==> src/rtl/result_monitor.sv <==
// Result history buffer with LED slice display and serial dump of the newest entry.
// Captures land in a DEPTH-deep ring; a synchronised dump_req edge shifts the newest word out MSB first.
module result_monitor #(
  parameter int unsigned DATA_W  = 128,
  parameter int unsigned LED_W   = 16,
  parameter int unsigned DEPTH   = 4,
  parameter int unsigned BIT_DIV = 4
) (
  input  logic                              CLK,
  input  logic                              RESET,
  input  logic                              in_valid,
  input  logic [DATA_W-1:0]                 in_data,
  input  logic [$clog2(DEPTH)-1:0]          sel_entry,
  input  logic [$clog2(DATA_W/LED_W)-1:0]   sel_slice,
  input  logic                              dump_req,
  input  logic                              ovf_clr,
  output logic [LED_W-1:0]                  led,
  output logic [$clog2(DEPTH):0]            count,
  output logic                              ovf,
  output logic                              tx_clk,
  output logic                              tx_data,
  output logic                              tx_busy
);

  localparam int unsigned NSLICE = DATA_W / LED_W;
  localparam int unsigned PW     = $clog2(DEPTH);
  localparam int unsigned CW     = PW + 1;
  localparam int unsigned SW     = $clog2(NSLICE);
  localparam int unsigned BW     = $clog2(DATA_W);
  localparam int unsigned DW     = $clog2(BIT_DIV);
  localparam int unsigned HALF   = BIT_DIV / 2;

  typedef enum logic [1:0] {
    IDLE,
    LOAD,
    SHIFT,
    DONE
  } state_t;

  state_t state;
  state_t state_nxt;

  logic [DATA_W-1:0] mem [DEPTH];
  logic [PW-1:0]     wr_ptr;
  logic              full;
  logic [PW-1:0]     rd_idx;
  logic [PW-1:0]     newest_idx;
  logic              rd_hit;
  logic [DATA_W-1:0] rd_word;
  logic [LED_W-1:0]  led_nxt;

  logic              sync1;
  logic              sync2;
  logic              sync3;
  logic              dump_edge;

  logic [DATA_W-1:0] shreg;
  logic [BW-1:0]     bit_cnt;
  logic [DW-1:0]     div_cnt;
  logic              bit_end;

  // ---------------- capture side ----------------
  assign full = (count == CW'(DEPTH));

  always_ff @(posedge CLK or negedge RESET) begin
    if (!RESET) begin
      wr_ptr <= '0;
      count  <= '0;
      ovf    <= 1'b0;
    end else begin
      if (in_valid) begin
        wr_ptr <= wr_ptr + PW'(1);
        if (!full) begin
          count <= count + CW'(1);
        end
      end
      if (in_valid && full) begin
        ovf <= 1'b1;
      end else if (ovf_clr) begin
        ovf <= 1'b0;
      end
    end
  end

  // Storage needs no reset: count masks stale contents.
  always_ff @(posedge CLK) begin
    if (in_valid) begin
      mem[wr_ptr] <= in_data;
    end
  end

  // ---------------- display side ----------------
  assign newest_idx = wr_ptr - PW'(1);
  assign rd_idx     = wr_ptr - PW'(1) - sel_entry;
  assign rd_hit     = ({1'b0, sel_entry} < count);
  assign rd_word    = rd_hit ? mem[rd_idx] : '0;

  always_comb begin
    led_nxt = '0;
    for (int unsigned i = 0; i < NSLICE; i++) begin
      if (SW'(i) == sel_slice) begin
        led_nxt = rd_word[i*LED_W +: LED_W];
      end
    end
  end

  always_ff @(posedge CLK or negedge RESET) begin
    if (!RESET) begin
      led <= '0;
    end else begin
      led <= led_nxt;
    end
  end

  // ---------------- dump request synchroniser ----------------
  always_ff @(posedge CLK or negedge RESET) begin
    if (!RESET) begin
      sync1 <= 1'b0;
      sync2 <= 1'b0;
      sync3 <= 1'b0;
    end else begin
      sync1 <= dump_req;
      sync2 <= sync1;
      sync3 <= sync2;
    end
  end

  assign dump_edge = sync2 & ~sync3;

  // ---------------- dump FSM ----------------
  always_ff @(posedge CLK or negedge RESET) begin
    if (!RESET) begin
      state <= IDLE;
    end else begin
      state <= state_nxt;
    end
  end

  assign bit_end = (div_cnt == DW'(BIT_DIV - 1));

  always_comb begin
    state_nxt = state;
    case (state)
      IDLE:    if (dump_edge && (count != '0)) state_nxt = LOAD;
      LOAD:    state_nxt = SHIFT;
      SHIFT:   if (bit_end && (bit_cnt == '0)) state_nxt = DONE;
      DONE:    state_nxt = IDLE;
      default: state_nxt = IDLE;
    endcase
  end

  always_comb begin
    tx_busy = 1'b0;
    tx_clk  = 1'b0;
    tx_data = 1'b0;
    case (state)
      LOAD: tx_busy = 1'b1;
      SHIFT: begin
        tx_busy = 1'b1;
        tx_clk  = (div_cnt >= DW'(HALF));
        tx_data = shreg[DATA_W-1];
      end
      DONE: tx_busy = 1'b1;
      default: ;
    endcase
  end

  // LOAD copies the pre-capture newest word, so a same-cycle capture never leaks into the dump.
  always_ff @(posedge CLK or negedge RESET) begin
    if (!RESET) begin
      shreg   <= '0;
      bit_cnt <= '0;
      div_cnt <= '0;
    end else begin
      case (state)
        LOAD: begin
          shreg   <= mem[newest_idx];
          bit_cnt <= BW'(DATA_W - 1);
          div_cnt <= '0;
        end
        SHIFT: begin
          if (bit_end) begin
            div_cnt <= '0;
            shreg   <= {shreg[DATA_W-2:0], 1'b0};
            bit_cnt <= bit_cnt - BW'(1);
          end else begin
            div_cnt <= div_cnt + DW'(1);
          end
        end
        default: div_cnt <= '0;
      endcase
    end
  end

endmodule

==> config.mk <==
export PLATFORM = sky130hd
export DESIGN_NAME = result_monitor
export DESIGN_NICKNAME = d
export VERILOG_FILES = /design/src/rtl/result_monitor.sv
export SDC_FILE = /design/constraint.sdc
export NUM_CORES = 1
export LEC_CHECK = 0
export CAP_MARGIN = 25
export CORE_MARGIN = 2
export CORE_UTILIZATION = 55
export DETAILED_ROUTE_END_ITERATION = 7
export HOLD_SLACK_MARGIN = 0.1
export PLACE_DENSITY_LB_ADDON = 0.25
export SETUP_SLACK_MARGIN = 0.05
export SLEW_MARGIN = 20
export SYNTH_ARGS = -nofsm -noshare
export SYNTH_HDL_FRONTEND = slang
export SYNTH_SLANG_ARGS = --single-unit
==> constraint.sdc <==
create_clock -name CLK -period 6.6 [get_ports CLK]
set_input_delay 0.99 -clock CLK [delete_from_list [all_inputs] [get_ports CLK]]
set_output_delay 0.99 -clock CLK [all_outputs]
set_load 0.05 [all_outputs]
==> summary.md <==
Data on the critical path arrives at its endpoint at 5730 ps. Number of flops mapped to enable cells by yosys: 512. The via count of the first global-routing pass was 19800. Across the VDD grid, the largest voltage drop is 0.000714 V.

Max-cap violations in this run came to 0. TritonCTS built the clock tree. The kind of capture point of the worst setup path was a flip-flop. For this design the top-level I/O count stands at 161. Number of instances resized during post-cts repair: 0. The number of cells on the worst reg-to-reg path is 8.

The final hold violation count was 0. Synthesis handed over a netlist of 2178 instances. The portion of the clock cycle consumed by the worst path in the final layout was 80.1%. The count of buffers added on input and output ports is 160.

The post-cts hold buffer count is 0, and the part of the total power dissipated in the clock network is 21.8%. For the clock network latency to the later pin of the worst-skew pair, the log shows 610 ps. Leading cell type in the layout, fill and taps excluded: edfxtp_1. In the final routed layout, each cell accounts on average for 27.2 microns. The share of power burned in registers was 35.0%. In this run the most critical hold path is launched from sync1$_DFF_PN0_.

In this run the register-to-register setup slack is 1310 ps. The run gives 6 as the first-pass detailed-route iteration total. Global routing used 29.7% of the available tracks across all layers. The reg-to-reg critical path startpoint is wr_ptr[0]$_DFFE_PN0P_.

Maximum clock rate: 189 MHz. For this design the static power due to leakage is 0.0123 uW. Final critical-path required period: 5290 ps. In this run the critical register-to-register path is captured at led[9]$_DFF_PN0_. The number of design-rule violations left by the first detailed-router iteration is 2709, and the core outline area is 55100 sq um.

After synthesis the cells add up to 30600 sq um. The run gives 0 as the warning count from the yosys run. The logs give 63.7% for the part of the Yosys area used for sequential elements and 49600 microns for the half-perimeter wire length after detailed placement. The tools report the number of buffers between clock root and the deepest sink as 3. The logs give 0 for the count of antenna-violating nets left after detailed routing and 0.835 for the final weighted congestion in routability-driven placement.

For the number of clock sinks, the log shows 676. After synthesis, the netlist uses 57 different library cells. Number of max-slew violations in the final report: 0.

In this run the post-CTS setup repair buffer count came out at 0. At the pin with the least slew margin, the transition time is 1100 ps. Clock tree synthesis inserted a total of 72 buffers.

Of all nets on the critical path, the largest fanout is 67. STA classifies the critical path startpoint as a flip-flop. The die covers 57500 sq um. For the sum of routed wire length over all layers, the log shows 83900 microns. The cell depth of the worst min-delay path was 0; the share of post-route cells with drive strength above 1 was 14.9%. Total number of vias: 20100. The post-layout utilization of the core was 63.7%; the count of filler cells inserted in the layout was 4079.

The count of final setup violators is 0. The die is 240 microns wide. In the layout the commonest cells are edfxtp_1, nand2_1, mux4_2.

The post-synthesis to final-layout area growth is 14.7%. The cell row count is 86, and the pin count of the biggest net entering global routing is 136. Measured along the y axis, the die boundary spans 240 microns. The diode insertion count for antenna repair is 0. The cell chosen for the clock root was clkbuf_16. The number of antenna violations at the first check in global routing was 1. For the worst setup path, the data required time is 7040 ps.

After the last flow step, the layout net total stands at 2426. For this run the aggregate overflow at the end of global routing stands at 0. Combinational logic burns 43.2% of the power. The clock arrives with 18.1 ps of skew.

The worst pin sits at a relative slew slack of 26.9%. The critical path is of the reg2reg type. For the post-synthesis net count, the log shows 2331. For hold timing, the worst endpoint is sync2$_DFF_PN0_. The post-synthesis async set-or-reset flop share was 24.3%.

The number of storage elements in the synthesis netlist works out to 676. Once the floorplan was initialized, standard cells occupied 55.5% of the core. The run gives 7060 uW as the net switching power figure. The clock transition time at the flip-flop clock pins of the worst setup and hold paths was 60 ps; the power density normalized to cell area was 521 nW/um^2. In the final timing run, aggregate negative setup slack is 0 ps. For this run, the leading register cell type out of synthesis is edfxtp_1. Net switching is 38.6% of the power. Setup repair after global routing left no endpoint under its margin. The run gives 11200 uW as the internal power contribution.

After synthesis, the mean cell area works out to 14.0 sq um. For this run, design rule violations remaining after detail routing come to 0. The type of the tightest min-delay check was reg2reg.

The tools report the level count of the clock H-tree as 3. The flow ran to the end, and the final reports show no timing, DRC or antenna violations. Dividing the detail-routed via count by the number of cells gives 6.54. The first-pass GRT wire length came out at 126000 microns.
cell usage after synthesis (6+ instances only):
cell type  number  area [sq um]
nand4_1         9          56.3
o221ai_1        6          52.6
mux2i_1        94           941
clkbuf_1       99           372
o21ai_0        22           110
dfrtp_1       164          4100
and4bb_2       11           138
nand3_1        36           180
nor4_1         24           150
mux4_2        175          3940
buf_1          18          67.6
o2111ai_1      12           105
nand2_1       435          1630
nor2_1        100           375
edfxtp_1      512         15400
a211oi_1       26           195
a41oi_1        12           105
a21oi_1       116           581
a32oi_1        16           140
a31oi_1       111           694
buf_2          39           195
ha_1           15           188
inv_1          13          48.8
and2_1          8          50.1
buf_4          10          75.1
nor2b_1        34           213
area by class of cell:
cell class	instances	area (sq um)	area share, %
multi-input combinational	1319	10400	29.6
inverter	13	48.8	0.139
clock buffer	102	2070	5.90
timing repair buffer	191	1920	5.46
tap	748	936	2.67
sequential	676	19500	55.5
clock inverter	32	262	0.745
flip-flops by register name (all words and copies together) (netlist names):
signal and count:
mem 512, shreg 128, led 16, bit_cnt 7, count 3, div_cnt 2
state 2, wr_ptr 2, ovf 1, sync1 1, sync2 1, sync3 1
power by group through the flow:
stage / combinational, uW / sequential, uW / clock (uW)
after floorplan: 5590 / 6460 / 0
after global placement: 7700 / 6420 / 0
after detailed placement: 7830 / 6460 / 0
after CTS: 7880 / 6390 / 4040
after global routing: 8450 / 6510 / 4200
final: 7900 / 6410 / 3990
stage by stage:
step	total power, uW	worst slack [ps]	instances	area (sq um)	hold WS (ps)
finish	18300	1310	3081	35100	372
global route	19100	1140	3081	35100	380
global placement	14100	1320	2945	32800	345
CTS	18300	1310	3080	35100	376
detailed placement	14300	1390	2946	32800	350
floorplan	12000	1670	2178	30600	331
worst max path at each step:
stage	startpoint	end	slack, ps	cells past startpoint
after global routing	wr_ptr[0]$_DFFE_PN0P_	led[9]$_DFF_PN0_	1140	8
after CTS	wr_ptr[0]$_DFFE_PN0P_	led[9]$_DFF_PN0_	1310	8
after global placement	wr_ptr[0]$_DFFE_PN0P_	led[10]$_DFF_PN0_	1320	8
after floorplan	wr_ptr[0]$_DFFE_PN0P_	mem[2][0]$_DFFE_PP_	1670	7
after detailed placement	wr_ptr[0]$_DFFE_PN0P_	led[9]$_DFF_PN0_	1390	8
final	wr_ptr[0]$_DFFE_PN0P_	led[9]$_DFF_PN0_	1310	8
cell families (layout without fill, tap and decap cells):
group	count (synthesis)	count (layout)	synth area share, %
muxes	270	270	16.0
AOI/OAI and AO/OA	345	345	7.10
buffers and inverters	183	338	2.63
DFF	676	676	63.7
adders and majority gates	15	15	0.613
xor gates and xnor gates	9	9	0.356
and+or+nand+nor	680	680	9.65
per-layer routing:
layer / wire [microns] / GRT usage [%] / vias to the layer above
met5: 0 / 0 / -
met4: 3200 / 11.3 / 0
met3: 8990 / 5.89 / 181
met2: 38900 / 45.5 / 1172
met1: 32900 / 42.6 / 10300
li1: - / - / 8524
critical path, stage by stage (launching register included):
cell and delay [ps]:
dfrtp_4 800, inv_1 490, ha_4 940, xor3_4 1060, buf_4 470, nand2_1 110, a21oi_1 90, nor4_1 920
nor4_1 150
Note: power is estimated with default switching activity, not from simulation.
